$ cat config.mk
export PLATFORM = sky130hd
export DESIGN_NAME = tl_mem_arb
export DESIGN_NICKNAME = d
export VERILOG_FILES = /design/src/rtl/tl_mem_arb.sv
export SDC_FILE = /design/constraint.sdc
export NUM_CORES = 1
export LEC_CHECK = 0
export ABC_AREA = 1
export BUFFER_PORTS_ARGS = -buffer_cell sky130_fd_sc_hd__buf_2
export CAP_MARGIN = 20
export CELL_PAD_IN_SITES_DETAIL_PLACEMENT = 1
export CELL_PAD_IN_SITES_GLOBAL_PLACEMENT = 1
export CORE_AREA = 4 4 406 408
export DETAILED_ROUTE_END_ITERATION = 10
export DIE_AREA = 0 0 410 412
export GPL_TIMING_DRIVEN = 1
export PLACE_DENSITY_LB_ADDON = 0.1
export SLEW_MARGIN = 40
export SYNTH_ARGS = -nofsm -noshare
export SYNTH_HDL_FRONTEND = slang
export SYNTH_SLANG_ARGS = --single-unit
$ cat constraint.sdc
create_clock -name clk -period 2.8 [get_ports clk]
set_clock_uncertainty 0.05 [all_clocks]
set_input_delay 0.56 -clock clk [delete_from_list [all_inputs] [get_ports clk]]
set_output_delay 0.56 -clock clk [all_outputs]
set_load 0.1 [all_outputs]
$ cat src/rtl/tl_mem_arb.sv
// Two-port TileLink-UL arbiter serialising whole transactions onto one tl_mem port.
// Latency: one arbitration cycle in IDLE, then A/D beats pass combinationally.
// Backpressure: a_ready/d_ready pass through to the granted port only; others wait.
// Build option TL_MEM_ARB_FIXED_PRIO_EN: port 0 always wins ties (no round-robin).
module tl_mem_arb (
   input  logic         clk,
   input  logic         rst,
   input  logic [2:0]   tlslv0_a_opcode,
   input  logic [2:0]   tlslv0_a_param,
   input  logic [7:0]   tlslv0_a_size,
   input  logic [2:0]   tlslv0_a_source,
   input  logic [31:0]  tlslv0_a_address,
   input  logic [15:0]  tlslv0_a_mask,
   input  logic [127:0] tlslv0_a_data,
   input  logic         tlslv0_a_corrupt,
   input  logic         tlslv0_a_valid,
   output logic         tlslv0_a_ready,
   output logic [2:0]   tlslv0_d_opcode,
   output logic [1:0]   tlslv0_d_param,
   output logic [7:0]   tlslv0_d_size,
   output logic [2:0]   tlslv0_d_source,
   output logic [2:0]   tlslv0_d_sink,
   output logic         tlslv0_d_denied,
   output logic [127:0] tlslv0_d_data,
   output logic         tlslv0_d_corrupt,
   output logic         tlslv0_d_valid,
   input  logic         tlslv0_d_ready,
   input  logic [2:0]   tlslv1_a_opcode,
   input  logic [2:0]   tlslv1_a_param,
   input  logic [7:0]   tlslv1_a_size,
   input  logic [2:0]   tlslv1_a_source,
   input  logic [31:0]  tlslv1_a_address,
   input  logic [15:0]  tlslv1_a_mask,
   input  logic [127:0] tlslv1_a_data,
   input  logic         tlslv1_a_corrupt,
   input  logic         tlslv1_a_valid,
   output logic         tlslv1_a_ready,
   output logic [2:0]   tlslv1_d_opcode,
   output logic [1:0]   tlslv1_d_param,
   output logic [7:0]   tlslv1_d_size,
   output logic [2:0]   tlslv1_d_source,
   output logic [2:0]   tlslv1_d_sink,
   output logic         tlslv1_d_denied,
   output logic [127:0] tlslv1_d_data,
   output logic         tlslv1_d_corrupt,
   output logic         tlslv1_d_valid,
   input  logic         tlslv1_d_ready,
   output logic [2:0]   tlmst_a_opcode,
   output logic [2:0]   tlmst_a_param,
   output logic [7:0]   tlmst_a_size,
   output logic [2:0]   tlmst_a_source,
   output logic [31:0]  tlmst_a_address,
   output logic [15:0]  tlmst_a_mask,
   output logic [127:0] tlmst_a_data,
   output logic         tlmst_a_corrupt,
   output logic         tlmst_a_valid,
   input  logic         tlmst_a_ready,
   input  logic [2:0]   tlmst_d_opcode,
   input  logic [1:0]   tlmst_d_param,
   input  logic [7:0]   tlmst_d_size,
   input  logic [2:0]   tlmst_d_source,
   input  logic [2:0]   tlmst_d_sink,
   input  logic         tlmst_d_denied,
   input  logic [127:0] tlmst_d_data,
   input  logic         tlmst_d_corrupt,
   input  logic         tlmst_d_valid,
   output logic         tlmst_d_ready
);

   typedef enum logic [1:0] {IDLE, REQ, RESP} state_t;

   state_t     state_q, state_d;
   logic       grant_q, grant_d;   // 0 = port 0, 1 = port 1
   logic [2:0] a_cnt_q, a_cnt_d;
   logic [2:0] d_cnt_q, d_cnt_d;
   logic       any_vld;
   logic       win;
   logic [2:0] win_opcode;
   logic [7:0] win_size;

   // 16-byte beats: size 5 -> 2 beats, size 6 -> 4; larger sizes clamp to 4.
   function automatic logic [2:0] beats(input logic [7:0] size);
      if (size <= 8'd4)       beats = 3'd1;
      else if (size == 8'd5)  beats = 3'd2;
      else                    beats = 3'd4;
   endfunction

   assign any_vld = tlslv0_a_valid | tlslv1_a_valid;

`ifdef TL_MEM_ARB_FIXED_PRIO_EN
   // Port 0 wins whenever it is requesting.
   always_comb begin
      win = ~tlslv0_a_valid;
   end
`else
   logic rr_q, rr_d;   // port preferred on the next tie

   // Tie goes to the preferred port; a lone requester always wins.
   always_comb begin
      win = ~tlslv0_a_valid;
      if (tlslv0_a_valid && tlslv1_a_valid) win = rr_q;
   end

   // Prefer the other port once a grant is taken.
   always_comb begin
      rr_d = rr_q;
      if (state_q == IDLE && any_vld) rr_d = ~win;
   end

   // Round-robin pointer register.
   always_ff @(posedge clk) begin
      if (rst) rr_q <= 1'b0;
      else     rr_q <= rr_d;
   end
`endif

   assign win_opcode = win ? tlslv1_a_opcode : tlslv0_a_opcode;
   assign win_size   = win ? tlslv1_a_size   : tlslv0_a_size;

   // Next state: grant in IDLE, count A beats in REQ, count D beats in RESP.
   always_comb begin
      state_d = state_q;
      grant_d = grant_q;
      a_cnt_d = a_cnt_q;
      d_cnt_d = d_cnt_q;
      case (state_q)
         IDLE: begin
            if (any_vld) begin
               grant_d = win;
               a_cnt_d = (win_opcode == 3'd0 || win_opcode == 3'd1) ? beats(win_size) : 3'd1;
               d_cnt_d = (win_opcode == 3'd4) ? beats(win_size) : 3'd1;
               state_d = REQ;
            end
         end
         REQ: begin
            if (tlmst_a_valid && tlmst_a_ready) begin
               a_cnt_d = a_cnt_q - 3'd1;
               if (a_cnt_q == 3'd1) state_d = RESP;
            end
         end
         RESP: begin
            if (tlmst_d_valid && tlmst_d_ready) begin
               d_cnt_d = d_cnt_q - 3'd1;
               if (d_cnt_q == 3'd1) state_d = IDLE;
            end
         end
         default: state_d = IDLE;
      endcase
   end

   // State, grant and beat counters; reset abandons any transaction in flight.
   always_ff @(posedge clk) begin
      if (rst) begin
         state_q <= IDLE;
         grant_q <= 1'b0;
         a_cnt_q <= 3'd0;
         d_cnt_q <= 3'd0;
      end else begin
         state_q <= state_d;
         grant_q <= grant_d;
         a_cnt_q <= a_cnt_d;
         d_cnt_q <= d_cnt_d;
      end
   end

   // A channel: granted port's fields go downstream; valid/ready gated by REQ.
   always_comb begin
      tlmst_a_opcode  = grant_q ? tlslv1_a_opcode  : tlslv0_a_opcode;
      tlmst_a_param   = grant_q ? tlslv1_a_param   : tlslv0_a_param;
      tlmst_a_size    = grant_q ? tlslv1_a_size    : tlslv0_a_size;
      tlmst_a_source  = grant_q ? tlslv1_a_source  : tlslv0_a_source;
      tlmst_a_address = grant_q ? tlslv1_a_address : tlslv0_a_address;
      tlmst_a_mask    = grant_q ? tlslv1_a_mask    : tlslv0_a_mask;
      tlmst_a_data    = grant_q ? tlslv1_a_data    : tlslv0_a_data;
      tlmst_a_corrupt = grant_q ? tlslv1_a_corrupt : tlslv0_a_corrupt;
      tlmst_a_valid   = (state_q == REQ) && (grant_q ? tlslv1_a_valid : tlslv0_a_valid);
      tlslv0_a_ready  = (state_q == REQ) && !grant_q && tlmst_a_ready;
      tlslv1_a_ready  = (state_q == REQ) &&  grant_q && tlmst_a_ready;
   end

   // D channel: payload broadcast to both ports; only the granted one sees valid in RESP.
   always_comb begin
      tlslv0_d_opcode  = tlmst_d_opcode;
      tlslv0_d_param   = tlmst_d_param;
      tlslv0_d_size    = tlmst_d_size;
      tlslv0_d_source  = tlmst_d_source;
      tlslv0_d_sink    = tlmst_d_sink;
      tlslv0_d_denied  = tlmst_d_denied;
      tlslv0_d_data    = tlmst_d_data;
      tlslv0_d_corrupt = tlmst_d_corrupt;
      tlslv1_d_opcode  = tlmst_d_opcode;
      tlslv1_d_param   = tlmst_d_param;
      tlslv1_d_size    = tlmst_d_size;
      tlslv1_d_source  = tlmst_d_source;
      tlslv1_d_sink    = tlmst_d_sink;
      tlslv1_d_denied  = tlmst_d_denied;
      tlslv1_d_data    = tlmst_d_data;
      tlslv1_d_corrupt = tlmst_d_corrupt;
      tlslv0_d_valid   = (state_q == RESP) && !grant_q && tlmst_d_valid;
      tlslv1_d_valid   = (state_q == RESP) &&  grant_q && tlmst_d_valid;
      tlmst_d_ready    = (state_q == RESP) && (grant_q ? tlslv1_d_ready : tlslv0_d_ready);
   end

endmodule

== Yosys cells after proc, flatten, opt, wreduce, memory -nomap -nowiden ==
Cells that the tools add are included.
Word-level totals
  register bits: 10
  output and inout bits: 498
  logic and storage cells: 76
Cells by class
  add/sub/neg operators: 2
  order comparisons: 1
  eq/ne operators: 12
  muxes and demuxes: 29
  bitwise logic cells: 3
  reduce and logical (&&, ||, !) cells: 24
Operators by type and width (number)
  128-bit 2-to-1 mux: 1
  3-bit 2-to-1 mux: 12
  32-bit 2-to-1 mux: 1
  16-bit 2-to-1 mux: 1
  8-bit 2-to-1 mux: 2
  1-bit logical AND: 14
  3-bit one-hot mux with 2 select lines: 2
  2-bit 2-to-1 mux: 5
  2-bit inequality test (second input constant): 5
  3-bit by 1-bit == test with 1-bit output (second input constant): 3
  8-bit by 3-bit == test with 1-bit output (second input constant): 1
  8-bit by 3-bit less-or-equal comparator with 1-bit output (second input constant): 1
  2-bit one-hot mux with 3 select lines: 1
  3-bit AND reduction: 2
  3-bit by 1-bit subtractor with 3-bit output (second input constant): 2
  5-bit AND reduction: 1
  1-bit 2-to-1 mux: 4
  2-bit nonzero test: 2
  3-bit == test (second input constant): 1
  3-bit logical NOT: 1
  2-bit by 1-bit == test with 1-bit output (second input constant): 1
  2-bit == test (second input constant): 1
  2-bit logical NOT: 1
  1-bit NOT: 2
  other kinds (4): 4

== Logic depth before layout (Yosys ltp) ==
  depth in word-level cells: 9
  depth in mapped cells: 11

== Worst setup path after synthesis ==
OpenSTA, ideal clock, no wires.
  kind: register to output
  start: register grant_q
  end: output tlslv1_a_ready
  data arrival time: 2884 ps
  slack: -694 ps
  stages on the path, launching flop included: 6
  path buffers: 3
  cell sequence: dfxtp_1 -> buf_2 -> inv_2 -> clkbuf_1 -> buf_2 -> nor3_1
On the way
  word-level cells in the longest chain between the ends: 2
RTL lines
  from (decl): RTL line 73  | logic grant_q, grant_d;
  from (signal assigned): RTL line 160  | grant_q <= grant_d;
  1-bit logical AND (2 in series): RTL line 178  | tlslv1_a_ready = (state_q == REQ) && grant_q && tlmst_a_ready;
  to (decl): RTL line 37  | output logic tlslv1_a_ready,
Every way passes these cells.

== Final worst setup path ==
  start: register grant_q
  end: output tlmst_a_data[1]
On the way
  word-level cells in the longest chain between the ends: 1
RTL lines
  128-bit 2-to-1 mux: RTL line 174  | tlmst_a_data = grant_q ? tlslv1_a_data : tlslv0_a_data;
  to (decl): RTL line 54  | output logic [127:0] tlmst_a_data,
Every way passes these cells.

==> impl_metrics.xml <==
<?xml version="1.0" encoding="UTF-8"?>
<metrics>
  <group name="outcome">
    <metric name="outcome" unit="">finished clean</metric>
  </group>
  <group name="yosys">
    <metric name="synth_adder_area_share" unit="%">0.913</metric>
    <metric name="yosys_warnings" unit="">0</metric>
    <metric name="synth-simple-area-share" unit="%">45.4</metric>
    <metric name="syn_inst" unit="">1061</metric>
    <metric name="muxShareOfSynthArea" unit="%">0</metric>
    <metric name="synth_common_cells" unit="">nand2_1 (601), buf_4 (298), inv_1 (26), buf_2 (22), clkbuf_1 (19)</metric>
    <metric name="synth_enable_flop_cells" unit="">0</metric>
    <metric name="synth_largest_type_area_fraction" unit="%">41.1</metric>
    <metric name="yosys.area.top_type" unit="">nand2_1</metric>
    <metric name="synthFlopType" unit="">dfxtp_1</metric>
    <metric name="synth_compound_gate_area_share" unit="%">3.54</metric>
    <metric name="largest_family_of_logic_cells_by_synthesized_area" unit="">buffers and inverters</metric>
    <metric name="postSynthNetCount" unit="">1610</metric>
    <metric name="syn-cell-area" unit="um^2">5480</metric>
    <metric name="synth_async_sr_flop_share" unit="%">0</metric>
    <metric name="synth_area_leaders" unit="">nand2_1 (41%), buf_4 (41%), dfxtp_1 (3.7%)</metric>
    <metric name="yosysUniqueCellTypes" unit="">27</metric>
    <metric name="synth_seq_area_share" unit="%">3.65</metric>
    <metric name="yosys_register_bits" unit="">10</metric>
    <metric name="most_frequent_cell_after_synthesis" unit="">nand2_1</metric>
    <metric name="synth_xor_area_share" unit="%">0</metric>
    <metric name="synth.avg_cell_area" unit="um^2">5.17</metric>
  </group>
  <group name="clock_network">
    <metric name="cts-htree-levels" unit="">1</metric>
    <metric name="cts.repair.resized" unit="">0</metric>
    <metric name="tritoncts" unit="">yes</metric>
    <metric name="cts-root-buf" unit="">clkbuf_16</metric>
    <metric name="worstSkewPairLatency" unit="ns">0.25</metric>
    <metric name="cts_hold_buf" unit="">0</metric>
    <metric name="cts.clk_slew.worst_paths" unit="ns">0.05</metric>
    <metric name="cts_setup_buffers" unit="">0</metric>
    <metric name="cts-buffers-inserted" unit="">3</metric>
    <metric name="clkSinkCount" unit="">10</metric>
    <metric name="cts.path.max_buffers" unit="">2</metric>
  </group>
  <group name="layout">
    <metric name="fill_cells" unit="">19600</metric>
    <metric name="cell_area_after_layout" unit="um^2">11500</metric>
    <metric name="post_layout_nonfiller_instances" unit="">3535</metric>
    <metric name="final_core_utilization" unit="%">7.09</metric>
    <metric name="finalNetCount" unit="">1896</metric>
    <metric name="syn2layout_area_growth" unit="%">109</metric>
    <metric name="drive_above_1_share" unit="%">48.6</metric>
  </group>
  <group name="global_routing">
    <metric name="grt_pass1_vias" unit="">8260</metric>
    <metric name="grt_first_pass_wirelength" unit="um">73900</metric>
    <metric name="grt_antenna_before_repair" unit="">43</metric>
    <metric name="track_usage" unit="%">6.33</metric>
    <metric name="grt_overflow_total" unit="">0</metric>
    <metric name="largest_net_degree_at_the_start_of_global_routing" unit="">84</metric>
  </group>
  <group name="route">
    <metric name="first_iter_violations" unit="">193</metric>
    <metric name="first_pass_iters" unit="">4</metric>
    <metric name="drc_errors" unit="">0</metric>
    <metric name="detail-route-antenna-nets" unit="">0</metric>
    <metric name="routed-via-count" unit="">7335</metric>
    <metric name="detail_route.wl_per_cell" unit="um">16.1</metric>
    <metric name="routed_wl" unit="um">56900</metric>
    <metric name="vias_per_cell" unit="">2.07</metric>
  </group>
  <group name="job">
    <metric name="maxCapViolations" unit="">0</metric>
  </group>
  <group name="power">
    <metric name="power.internal" unit="uW">1730</metric>
    <metric name="p_sw_share" unit="%">66.4</metric>
    <metric name="p_per_area" unit="nW/um^2">449</metric>
    <metric name="power_leakage" unit="uW">0.00544</metric>
    <metric name="power_frac_comb" unit="%">90.4</metric>
    <metric name="netSwitchingPower" unit="uW">3410</metric>
    <metric name="share_seq_of_total_power" unit="%">3.4</metric>
    <metric name="power.share.clock" unit="%">6.2</metric>
    <metric name="worst_ir_drop_vdd" unit="mV">0.140</metric>
  </group>
  <group name="place">
    <metric name="place_inst" unit="">3517</metric>
    <metric name="dpl_worst_slack" unit="ns">0.503</metric>
    <metric name="place.detailed.hpwl" unit="um">51900</metric>
    <metric name="portBuffers" unit="">595</metric>
    <metric name="gp_congestion" unit="">0.751</metric>
    <metric name="placed_area" unit="um^2">11300</metric>
  </group>
  <group name="worst_setup_path">
    <metric name="critPathCaptureType" unit="">output port</metric>
    <metric name="crit_fanout" unit="">43</metric>
    <metric name="timing.setup.critical_path_class" unit="">flop to output port</metric>
    <metric name="rr_endpoint" unit="">a_cnt_q[2]$_SDFFE_PP0P_</metric>
    <metric name="cp.required" unit="ns">2.19</metric>
    <metric name="r2r_slack" unit="ns">0.71</metric>
    <metric name="r2r_cells" unit="">9</metric>
    <metric name="worst_ep_arrival_time" unit="ns">1.89</metric>
    <metric name="startpoint_type" unit="">flop</metric>
    <metric name="timing.rr.start" unit="">grant_q$_SDFFE_PP0P_</metric>
  </group>
  <group name="timing">
    <metric name="setup_viol" unit="">0</metric>
    <metric name="report.final.slew_viol_count" unit="">0</metric>
    <metric name="grt_setup_unrepaired" unit="">false</metric>
    <metric name="final_period_minus_worst_setup_slack" unit="ns">2.50</metric>
    <metric name="max_slew_margin" unit="%">60.5</metric>
    <metric name="fmax" unit="MHz">400</metric>
    <metric name="final_min_period_over_clock_period" unit="%">89.2</metric>
    <metric name="report.final.hold_viol_count" unit="">0</metric>
    <metric name="worst_slew_pin_slew" unit="ns">0.590</metric>
    <metric name="finalWorstSetupSlack" unit="ns">0.303</metric>
    <metric name="fin_setup_tns" unit="ns">0</metric>
  </group>
  <group name="floorplan">
    <metric name="dieArea" unit="um^2">169000</metric>
    <metric name="fp-row-count" unit="">148</metric>
    <metric name="die_h" unit="um">412</metric>
    <metric name="num_io_pins" unit="">1043</metric>
    <metric name="die_w" unit="um">410</metric>
    <metric name="core" unit="um^2">162000</metric>
    <metric name="start_util" unit="%">3.39</metric>
  </group>
  <group name="min_path">
    <metric name="worst_hold_path_type" unit="">flop to flop</metric>
    <metric name="source_of_the_worst_hold_timing_path" unit="">rr_q$_SDFFE_PP0P_</metric>
    <metric name="hold-path-endpoint" unit="">rr_q$_SDFFE_PP0P_</metric>
    <metric name="hold_path_depth" unit="">2</metric>
  </group>
</metrics>
-- through the flow --
step	power (uW)	hold slack, ns
after floorplan	5000	0.394
after global placement	4950	0.475
after detailed placement	4940	0.459
after CTS	5270	0.468
after global routing	5410	0.511
final	5140	0.458
-- power by group through the flow --
stage          combinational [uW]  clock [uW]  sequential, uW
3_3_place_gp                 4770           0             180
2_1_floorplan                4830           0             168
6_report                     4650         317             175
3_5_place_dp                 4760           0             179
4_1_cts                      4760         336             176
5_1_grt                      4890         342             178
-- flip-flops by register name (all words and copies together), names as in the netlist --
signal / cells
a_cnt_q: 3
d_cnt_q: 3
state_q: 2
grant_q: 1
rr_q: 1
-- placed cells by master, fill, tap and decap left out, drive strengths merged --
cell	instances
inv	28
buf	624
nand3	10
ha	4
nor3	6
a21oi	14
dfxtp	10
o21ai	18
a211oi	1
nand2	611
nand4	2
clkbuf	4
nor2	14
diode	14
-- worst max-delay path, cell delays in order, from the launching register on --
cell,delay (ns)
dfxtp_4,0.38
inv_8,0.34
buf_4,0.25
nand2_1,0.06
nand2_1,0.05
buf_2,0.43
-- cell type report --
type,instances,area (um^2),share of cell area [%]
timing repair buffer,624,5540,48.3
multi-input combinational,680,2760,24.0
tap,2175,2720,23.7
sequential,10,204,1.78
inverter,28,115,1.00
clock buffer,4,88.8,0.775
antenna,14,35.0,0.306
-- per-layer routing --
layer / wire length (um) / track usage, % / share of wire, % / vias up
li1: - / - / - / 3465
met1: 20700 / 6.58 / 36 / 3175
met2: 27200 / 11.2 / 48 / 536
met3: 6900 / 3.18 / 12 / 141
met4: 2000 / 1.87 / 3.5 / 18
met5: 103 / 0 / 0.18 / -
-- logic make-up (layout without fill, tap and decap cells) --
kind of cell / Yosys count / after routing
other cells: 0 / 14
buf+inv: 371 / 656
flops: 10 / 10
compound gates: 33 / 33
simple gates: 643 / 643
fa+ha+maj: 4 / 4
-- worst max-delay path by stage --
stage,startpoint,slack [ns],end,cells past startpoint
after floorplan,grant_q$_SDFFE_PP0P_,-0.55,tlmst_a_opcode[1],3
after global placement,tlslv0_a_size[4],0.20,a_cnt_q[0]$_SDFFE_PP0P_,9
after detailed placement,grant_q$_SDFFE_PP0P_,0.50,tlmst_a_data[1],5
after CTS,grant_q$_SDFFE_PP0P_,0.22,tlmst_a_valid,5
after global routing,grant_q$_SDFFE_PP0P_,0.17,tlmst_a_data[1],5
final,grant_q$_SDFFE_PP0P_,0.30,tlmst_a_data[1],5
Power figures use the tool's default switching activity.
